## src/rtl/core_pkg.sv

```systemverilog
// Shared widths and arbiter types for the core memory arbiter.
package core_pkg;
  localparam int ADDR_WIDTH = 32;
  localparam int DATA_WIDTH = 32;

  typedef enum logic [2:0] {IDLE, I_AR, I_R, D_AR, D_R, D_W} arb_state_t;
  typedef enum logic {GRANT_INSTR = 1'b0, GRANT_DATA = 1'b1} arb_grant_t;
endpackage

```

## src/rtl/core_mem_arbiter_rr.sv

```systemverilog
// Two-input round-robin picker; remembers which side won last.
module rr_arbiter2
  import core_pkg::*;
(
  input  logic clk,
  input  logic rst,
  input  logic req_instr,
  input  logic req_data,
  input  logic advance,
  output logic gnt_instr,
  output logic gnt_data
);
  arb_grant_t last_grant_q, last_grant_d;

  always_comb begin
    // Under contention the side that did not win last time goes first.
    gnt_instr    = req_instr & (~req_data | (last_grant_q == GRANT_DATA));
    gnt_data     = req_data & ~gnt_instr;
    last_grant_d = last_grant_q;
    if (advance && gnt_instr)     last_grant_d = GRANT_INSTR;
    else if (advance && gnt_data) last_grant_d = GRANT_DATA;
  end

  always_ff @(posedge clk) begin
    if (rst) last_grant_q <= GRANT_DATA;
    else     last_grant_q <= last_grant_d;
  end
endmodule

```

## src/rtl/core_mem_arbiter.sv

```systemverilog
// Shares one AXI-lite slave port between the fetch and LSU masters,
// one transaction at a time.
module core_mem_arbiter
  import core_pkg::*;
(
  input  logic                  clk,
  input  logic                  rst,
  input  logic [ADDR_WIDTH-1:0] instr_ARADDR,
  input  logic                  instr_ARVALID,
  output logic                  instr_ARREADY,
  output logic [DATA_WIDTH-1:0] instr_RDATA,
  output logic                  instr_RVALID,
  input  logic                  instr_RREADY,
  input  logic [ADDR_WIDTH-1:0] data_ARADDR,
  input  logic                  data_ARVALID,
  output logic                  data_ARREADY,
  output logic [DATA_WIDTH-1:0] data_RDATA,
  output logic                  data_RVALID,
  input  logic                  data_RREADY,
  input  logic [ADDR_WIDTH-1:0] data_AWADDR,
  input  logic                  data_AWVALID,
  output logic                  data_AWREADY,
  input  logic [DATA_WIDTH-1:0] data_WDATA,
  input  logic                  data_WVALID,
  output logic                  data_WREADY,
  output logic [ADDR_WIDTH-1:0] mem_ARADDR,
  output logic                  mem_ARVALID,
  input  logic                  mem_ARREADY,
  input  logic [DATA_WIDTH-1:0] mem_RDATA,
  input  logic                  mem_RVALID,
  output logic                  mem_RREADY,
  output logic [ADDR_WIDTH-1:0] mem_AWADDR,
  output logic                  mem_AWVALID,
  input  logic                  mem_AWREADY,
  output logic [DATA_WIDTH-1:0] mem_WDATA,
  output logic                  mem_WVALID,
  input  logic                  mem_WREADY
);
  arb_state_t state_q, state_d;
  logic       aw_done_q, aw_done_d;
  logic       w_done_q, w_done_d;
  logic       req_i, req_dr, req_dw;
  logic       gnt_instr, gnt_data;
  logic       in_idle;

  assign in_idle = (state_q == IDLE);
  assign req_i   = instr_ARVALID;
  assign req_dr  = data_ARVALID;
  assign req_dw  = data_AWVALID | data_WVALID;

  rr_arbiter2 u_rr (
    .clk       (clk),
    .rst       (rst),
    .req_instr (req_i),
    .req_data  (req_dr | req_dw),
    .advance   (in_idle),
    .gnt_instr (gnt_instr),
    .gnt_data  (gnt_data)
  );

  always_comb begin
    state_d       = state_q;
    aw_done_d     = aw_done_q;
    w_done_d      = w_done_q;
    instr_ARREADY = 1'b0;
    instr_RDATA   = '0;
    instr_RVALID  = 1'b0;
    data_ARREADY  = 1'b0;
    data_RDATA    = '0;
    data_RVALID   = 1'b0;
    data_AWREADY  = 1'b0;
    data_WREADY   = 1'b0;
    mem_ARADDR    = '0;
    mem_ARVALID   = 1'b0;
    mem_RREADY    = 1'b0;
    mem_AWADDR    = '0;
    mem_AWVALID   = 1'b0;
    mem_WDATA     = '0;
    mem_WVALID    = 1'b0;
    case (state_q)
      IDLE: begin
        // Requests only steer the next state here; mem VALIDs wait a cycle.
        if (gnt_instr)     state_d = I_AR;
        else if (gnt_data) state_d = req_dw ? D_W : D_AR;
      end
      I_AR: begin
        mem_ARADDR    = instr_ARADDR;
        mem_ARVALID   = instr_ARVALID;
        instr_ARREADY = mem_ARREADY;
        if (instr_ARVALID && mem_ARREADY) state_d = I_R;
      end
      I_R: begin
        instr_RDATA  = mem_RDATA;
        instr_RVALID = mem_RVALID;
        mem_RREADY   = instr_RREADY;
        if (mem_RVALID && instr_RREADY) state_d = IDLE;
      end
      D_AR: begin
        mem_ARADDR   = data_ARADDR;
        mem_ARVALID  = data_ARVALID;
        data_ARREADY = mem_ARREADY;
        if (data_ARVALID && mem_ARREADY) state_d = D_R;
      end
      D_R: begin
        data_RDATA  = mem_RDATA;
        data_RVALID = mem_RVALID;
        mem_RREADY  = data_RREADY;
        if (mem_RVALID && data_RREADY) state_d = IDLE;
      end
      D_W: begin
        mem_AWADDR   = data_AWADDR;
        mem_AWVALID  = data_AWVALID & ~aw_done_q;
        data_AWREADY = mem_AWREADY & ~aw_done_q;
        mem_WDATA    = data_WDATA;
        mem_WVALID   = data_WVALID & ~w_done_q;
        data_WREADY  = mem_WREADY & ~w_done_q;
        aw_done_d    = aw_done_q | (data_AWVALID & mem_AWREADY);
        w_done_d     = w_done_q | (data_WVALID & mem_WREADY);
        if (aw_done_d && w_done_d) begin
          state_d   = IDLE;
          aw_done_d = 1'b0;
          w_done_d  = 1'b0;
        end
      end
      default: state_d = IDLE;
    endcase
  end

  always_ff @(posedge clk) begin
    if (rst) begin
      state_q   <= IDLE;
      aw_done_q <= 1'b0;
      w_done_q  <= 1'b0;
    end else begin
      state_q   <= state_d;
      aw_done_q <= aw_done_d;
      w_done_q  <= w_done_d;
    end
  end
endmodule

```

## config.mk

```make
export PLATFORM = sky130hd
export DESIGN_NAME = core_mem_arbiter
export DESIGN_NICKNAME = d
export VERILOG_FILES = /design/src/rtl/core_pkg.sv /design/src/rtl/core_mem_arbiter_rr.sv /design/src/rtl/core_mem_arbiter.sv
export SDC_FILE = /design/constraint.sdc
export NUM_CORES = 1
export LEC_CHECK = 0
export ABC_AREA = 1
export CAP_MARGIN = 20
export CORE_AREA = 3 3 132 134
export CTS_CLUSTER_SIZE = 20
export DETAILED_ROUTE_END_ITERATION = 12
export DIE_AREA = 0 0 135 137
export GPL_ROUTABILITY_DRIVEN = 0
export PLACE_DENSITY = 0.52
export SETUP_SLACK_MARGIN = 0.1
export SLEW_MARGIN = 10
export SYNTH_ARGS = -nofsm -noshare
export SYNTH_HDL_FRONTEND = slang
export SYNTH_SLANG_ARGS = --single-unit
```

## constraint.sdc

```tcl
create_clock -name clk -period 2.6 [get_ports clk]
set_input_delay 0.52 -clock clk [delete_from_list [all_inputs] [get_ports clk]]
set_output_delay 0.52 -clock clk [all_outputs]
set_load 0.02 [all_outputs]
```

==> results.toml, run 1 <==
[layout]
antenna_cells = 0
area_growth_pct = 203
n_fill_cell = 1750
instances_no_fill = 988
drive_gt1_frac = 0.0286
nets = 942

[timing]
period_minus_slack_ns = 2.43
rsz0062_at_grt = "no"
slew_viol_final = 0
hold_viol = 0
period_share = 0.936
setup_tns_ns = 0
worst_pin_slew_ns = 0.376
skew_ns = 0.00125
relSlewSlack = 0.749
fmax_ghz = 0.411
setup_violations = 0

[floorplanning]
row_count = 47
die_height_um = 137
fp.dieArea_mm2 = 0.0185
dieWidth_um = 135
coreArea_mm2 = 0.0164
start_util = 0.114
io_pins = 342

[route]
drc = 0
routedWlPerCell_um = 11.8
drt-initial-drc-count = 143
drt_first_pass_iters = 4
vias_per_cell = 3.46
vias = 3418
drtAntennaViolNets = 0
wl_um = 11700

[worst_setup_path]
reg2reg_depth = 7
max_stage_delay_ns = 0.62
cpMostUsedCell = "clkdlybuf4s50_1"
path_class = "in -> out"
critPathArrivalTime_ns = 1.91
ff2ff_setup_slack_ns = 1.09
cp-end-kind = "output port"
critPathMaxFanout = 2
required_ns = 2.08
critPathSlowestCell = "clkdlybuf4s50_1"
worstPathCellList = "clkdlybuf4s50_1, nand3_1, o21ai_0, clkdlybuf4s50_1"
r2r-start = "state_q[2]"
start_kind = "input pin"
rr_endpoint = "state_q[0]"

[global_routing]
grt_max_degree = 73
grt_pass1_wl_um = 16600
track_usage = 0.111
antenna_found_initial = 0
gr-total-overflow = 0
grt_pass1_vias = 3186

[clock_tree]
cts.sink_count = 6
clk_latency_ns = 0.23
cts_buffers = 3
htree_num_levels = 1
hold_buffers = 0
cts_tree = "built"
clk_pin_slew_ns = 0.04
root_buffer = "clkbuf_16"
cts_buffer_depth = 2

[placement]
io_buffers = 341
dp_hpwl_um = 10100
post-place-cells = 985

[flow_run]
maxCapViolations = 0

[synth]
muxShareOfSynthArea = 0
synth_compound_area_frac = 0.113
syn_avg_cell_area_um2 = 4.29
synthDistinctLibCells = 22
synth_top_family_by_area = "simple AND/OR/NAND/NOR gates"
ys_seq_area_frac = 0.0643
synth-simple-area-share = 0.465
synth.top_cell.area_share = 0.295
synth_cells = 436
synth_seq_cells = 6
synthAdderAreaFrac = 0
synth_nets = 608
synthTopCellsByArea = "inv_1 30%, nor2_1 28%, nand2_1 12%"
synth-xor-area-share = 0
yosysWarningCount = 0
synth_top_area_cell = "inv_1"
synth_area_mm2 = 0.00187

[hold_path]
holdCritPathClass = "reg -> reg"
hold_depth = 2
hold_path_end = "u_rr.last_grant_q"
worstHoldStart = "u_rr.last_grant_q"

[outcome]
status = "completed"

[pwr]
max-vdd-ir-drop_uv = 310
power_density_mw_per_mm2 = 518
leakagePower_nw = 2.88
## repair_timing
item / in CTS / in global routing
resized for setup: 2 / 13
setup buffers: 0 / 0
setup endpoints to repair: 21 / 13
## Yosys cell counts
library cell,number
a2111oi_1,1
a21oi_1,6
buf_1,1
buf_2,12
buf_4,2
buf_6,1
clkbuf_1,5
dfxtp_1,6
inv_1,147
inv_2,2
nand2_1,59
nand2_2,1
nand3_1,8
nand3_2,2
nand4_1,2
nor2_1,141
nor2_2,3
nor2_4,1
nor3_1,2
o21ai_0,31
o21ai_1,2
o22ai_1,1
## metal layers
metal,part of all wire,up-vias,track usage
li1,-,1865,-
met1,0.36,1403,0.118
met2,0.56,146,0.225
met3,0.083,4,0.0239
met4,0.0049,0,0.0168
met5,0,-,0
## flip-flops by register name, summed over array words and instances (netlist names)
name and cells:
state_q 3, w_done_q 1, u_rr.last_grant_q 1, aw_done_q 1
## power by group
part	switching [mW]	internal [mW]	leakage (nW)
combinational	1.34	1.18	2.79
clock	0.0540	0.198	0.0370
sequential	0.0367	0.122	0.0495
## cell type report
class | instances | area [um^2] | share of cell area
multi-input combinational | 260 | 1090 | 0.192
timing repair buffer | 350 | 3540 | 0.625
inverter | 149 | 559 | 0.0988
sequential | 6 | 121 | 0.0215
clock buffer | 3 | 75.1 | 0.0133
tap | 220 | 275 | 0.0487
## worst max-delay path by stage
stage	to	slack [ns]	start	depth (start not counted)
after detailed placement	mem_ARADDR[5]	0.16	instr_ARADDR[5]	4
after global routing	mem_ARADDR[14]	0.10	state_q[1]	5
after CTS	mem_ARVALID	0.14	state_q[1]	6
after global placement	mem_ARADDR[5]	0.17	instr_ARADDR[5]	4
final	mem_RREADY	0.17	data_RREADY	4
after floorplan	mem_ARADDR[0]	0.77	state_q[2]	5
## worst max-delay path: cells and delay by family
| family | cells | cell delay [ns] |
|---|---|---|
| simple gates | 1 | 0.15 |
| compound gates | 1 | 0.10 |
| buf+inv | 2 | 1.15 |
## stage by stage
stage           util  worst slack [ns]  area (um^2)  hold WS, ns  power [mW]
2_1_floorplan      -             0.772         1870        0.426        1.40
3_3_place_gp   0.338             0.168         5540        0.447        2.72
3_5_place_dp   0.338             0.161         5540        0.450        2.71
4_1_cts        0.343             0.136         5630        0.458        2.99
5_1_grt        0.345             0.102         5660        0.517        3.15
6_report       0.345             0.166         5660        0.456        2.93
## logic make-up after synthesis
kind of cell	after synthesis
AO/OA/AOI/OAI	41
buffers and inverters	170
flip-flops	6
AND/OR/NAND/NOR	219
## layout by cell type, fill, tap and decap left out, types with 2 or more instances in the layout
cell / count
buf_12: 2
nor3_1: 2
nand4_1: 2
inv_2: 2
o21ai_0: 31
o21ai_1: 2
nand3_1: 8
nor2_2: 3
inv_1: 147
buf_4: 7
nor2_1: 141
dfxtp_1: 5
dlymetal6s2s_1: 13
clkdlybuf4s50_1: 328
clkbuf_16: 3
nand2_1: 59
a21oi_1: 6
(Power assumes the default switching activity.)
==> inputs of run 2 (changes only) <==
--- a/config.mk
+++ b/config.mk
@@ -11,8 +11,9 @@
 export CTS_CLUSTER_SIZE = 20
 export DETAILED_ROUTE_END_ITERATION = 12
 export DIE_AREA = 0 0 135 137
+export DONT_BUFFER_PORTS = 1
 export GPL_ROUTABILITY_DRIVEN = 0
-export PLACE_DENSITY = 0.52
+export PLACE_DENSITY = 0.3
 export SETUP_SLACK_MARGIN = 0.1
 export SLEW_MARGIN = 10
 export SYNTH_ARGS = -nofsm -noshare
==> run 2 against run 1 <==
Effect of this change:
- worst hold slack got worse by 0.10 ns
- final cell count decreased by 18%
- final area decreased by 39%
- power decreased by 17%
- sequential share of layout area increased by 1.3 points
==> results.toml, run 2 (same netlist as run 1, synthesis figures left out) <==
[global_routing]
grt_pass1_wl_um = 12600
antenna_found_initial = 0
grt_pass1_vias = 2540
track_usage = 0.0837
grt_max_degree = 35
gr-total-overflow = 0

[pwr]
power_density_mw_per_mm2 = 703
max-vdd-ir-drop_uv = 180
leakagePower_nw = 2.31

[placement]
dp_hpwl_um = 8160
io_buffers = 0
post-place-cells = 809

[timing]
hold_viol = 0
fmax_ghz = 0.430
skew_ns = 0.00479
holdWs_ns = 0.354
relSlewSlack = 0.721
worst_pin_slew_ns = 0.416
setup_violations = 0
period_share = 0.894
setup_tns_ns = 0
rsz0062_at_grt = "no"
period_minus_slack_ns = 2.32
slew_viol_final = 0

[worst_setup_path]
critPathSlowestCell = "dfxtp_1"
required_ns = 2.08
cp-end-kind = "output port"
ff2ff_setup_slack_ns = 0.88
worstPathCellList = "nand2_1, nor2_4, buf_4, nand2_1, o21ai_0, buf_4"
reg2reg_depth = 5
r2r-start = "state_q[2]"
path_class = "reg -> out"
critPathTopFamily = "simple AND/OR/NAND/NOR gates"
max_stage_delay_ns = 0.47
critPathArrivalTime_ns = 1.80
rr_endpoint = "state_q[0]"
critPathMaxFanout = 18
critPathBufInv = 2
start_kind = "register"

[clock_tree]
cts_resized = 0
hold_buffers = 0
clk_pin_slew_ns = 0.04
htree_num_levels = 1
root_buffer = "clkbuf_16"
post_cts_buffers = 0
clk_latency_ns = 0.23
cts_buffer_depth = 2
cts_tree = "built"
cts.sink_count = 6
cts_buffers = 3

[route]
wl_um = 9380
vias = 2890
drtAntennaViolNets = 0
drt_first_pass_iters = 4
drc = 0
vias_per_cell = 3.56
drt-initial-drc-count = 119
routedWlPerCell_um = 11.6

[floorplanning]
row_count = 47
dieWidth_um = 135
die_height_um = 137
start_util = 0.114
fp.dieArea_mm2 = 0.0185
io_pins = 342
coreArea_mm2 = 0.0164

[layout]
top_register = "state_q"
drive_gt1_frac = 0.314
nets = 766
n_fill_cell = 1922
area_growth_pct = 84.8
largest_register_ffs = 3
layout_common_cells = "171 x buf_4, 147 x inv_1, 141 x nor2_1"
instances_no_fill = 812
antenna_cells = 0
layout_commonest_cell = "buf_4"

[hold_path]
worstHoldStart = "rst"
hold_depth = 1
holdCritPathClass = "in -> reg"
hold_path_end = "w_done_q"

[flow_run]
maxCapViolations = 0

[outcome]
status = "completed"
[run 2: cell types whose count changed in the layout (fill, tap and decap cells not counted), sizes merged]
cell           previous run  this run
buf                       9       174
clkdlybuf4s50           328         0
dlymetal6s2s             13         0
[run 2: metrics by stage]
step	setup WS [ns]	instance area (um^2)	power, mW	util
finish	0.276	3450	2.43	0.211
global placement	0.500	3380	2.23	0.206
CTS	0.253	3450	2.47	0.211
floorplan	0.772	1870	1.40	-
detailed placement	0.500	3380	2.20	0.206
global route	0.102	3450	2.63	0.211
[run 2: how the worst max path moves through the flow]
| stage | start | end | slack (ns) | depth (start not counted) |
|---|---|---|---|---|
| floorplan | state_q[2] | mem_ARADDR[0] | 0.77 | 5 |
| global placement | state_q[0] | mem_ARADDR[28] | 0.50 | 6 |
| detailed placement | state_q[0] | mem_ARADDR[30] | 0.50 | 6 |
| CTS | state_q[0] | mem_ARADDR[30] | 0.25 | 6 |
| global route | state_q[0] | mem_ARADDR[15] | 0.10 | 6 |
| finish | state_q[0] | mem_ARADDR[30] | 0.28 | 6 |
[run 2: worst register-to-register path, delay by kind of cell, from the launching register on]
family | cells | cell delay (ns)
AO/OA/AOI/OAI | 2 | 0.58
flip-flops | 1 | 0.48
AND/OR/NAND/NOR | 3 | 0.55
[run 2: area by class of cell]
type | count | area, um^2 | share of cell area
multi-input combinational | 260 | 1080 | 0.313
sequential | 6 | 120 | 0.0348
inverter | 149 | 559 | 0.162
clock buffer | 3 | 75.1 | 0.0217
timing repair buffer | 174 | 1340 | 0.389
tap | 220 | 275 | 0.0797
[run 2: report_power, final]
group | total [mW] | internal, mW | switching (mW) | leakage, nW
clock network | 0.254 | 0.198 | 0.0565 | 0.0370
registers | 0.163 | 0.120 | 0.0434 | 0.0492
logic | 2.01 | 0.748 | 1.26 | 2.22
[run 2: metal layers]
| metal | vias to the layer above | global-route usage | part of all wire |
|---|---|---|---|
| li1 | 1511 | - | - |
| met1 | 1199 | 0.0888 | 0.35 |
| met2 | 172 | 0.164 | 0.53 |
| met3 | 8 | 0.0202 | 0.11 |
| met4 | 0 | 0.0218 | 0.011 |
| met5 | - | 0 | 0 |
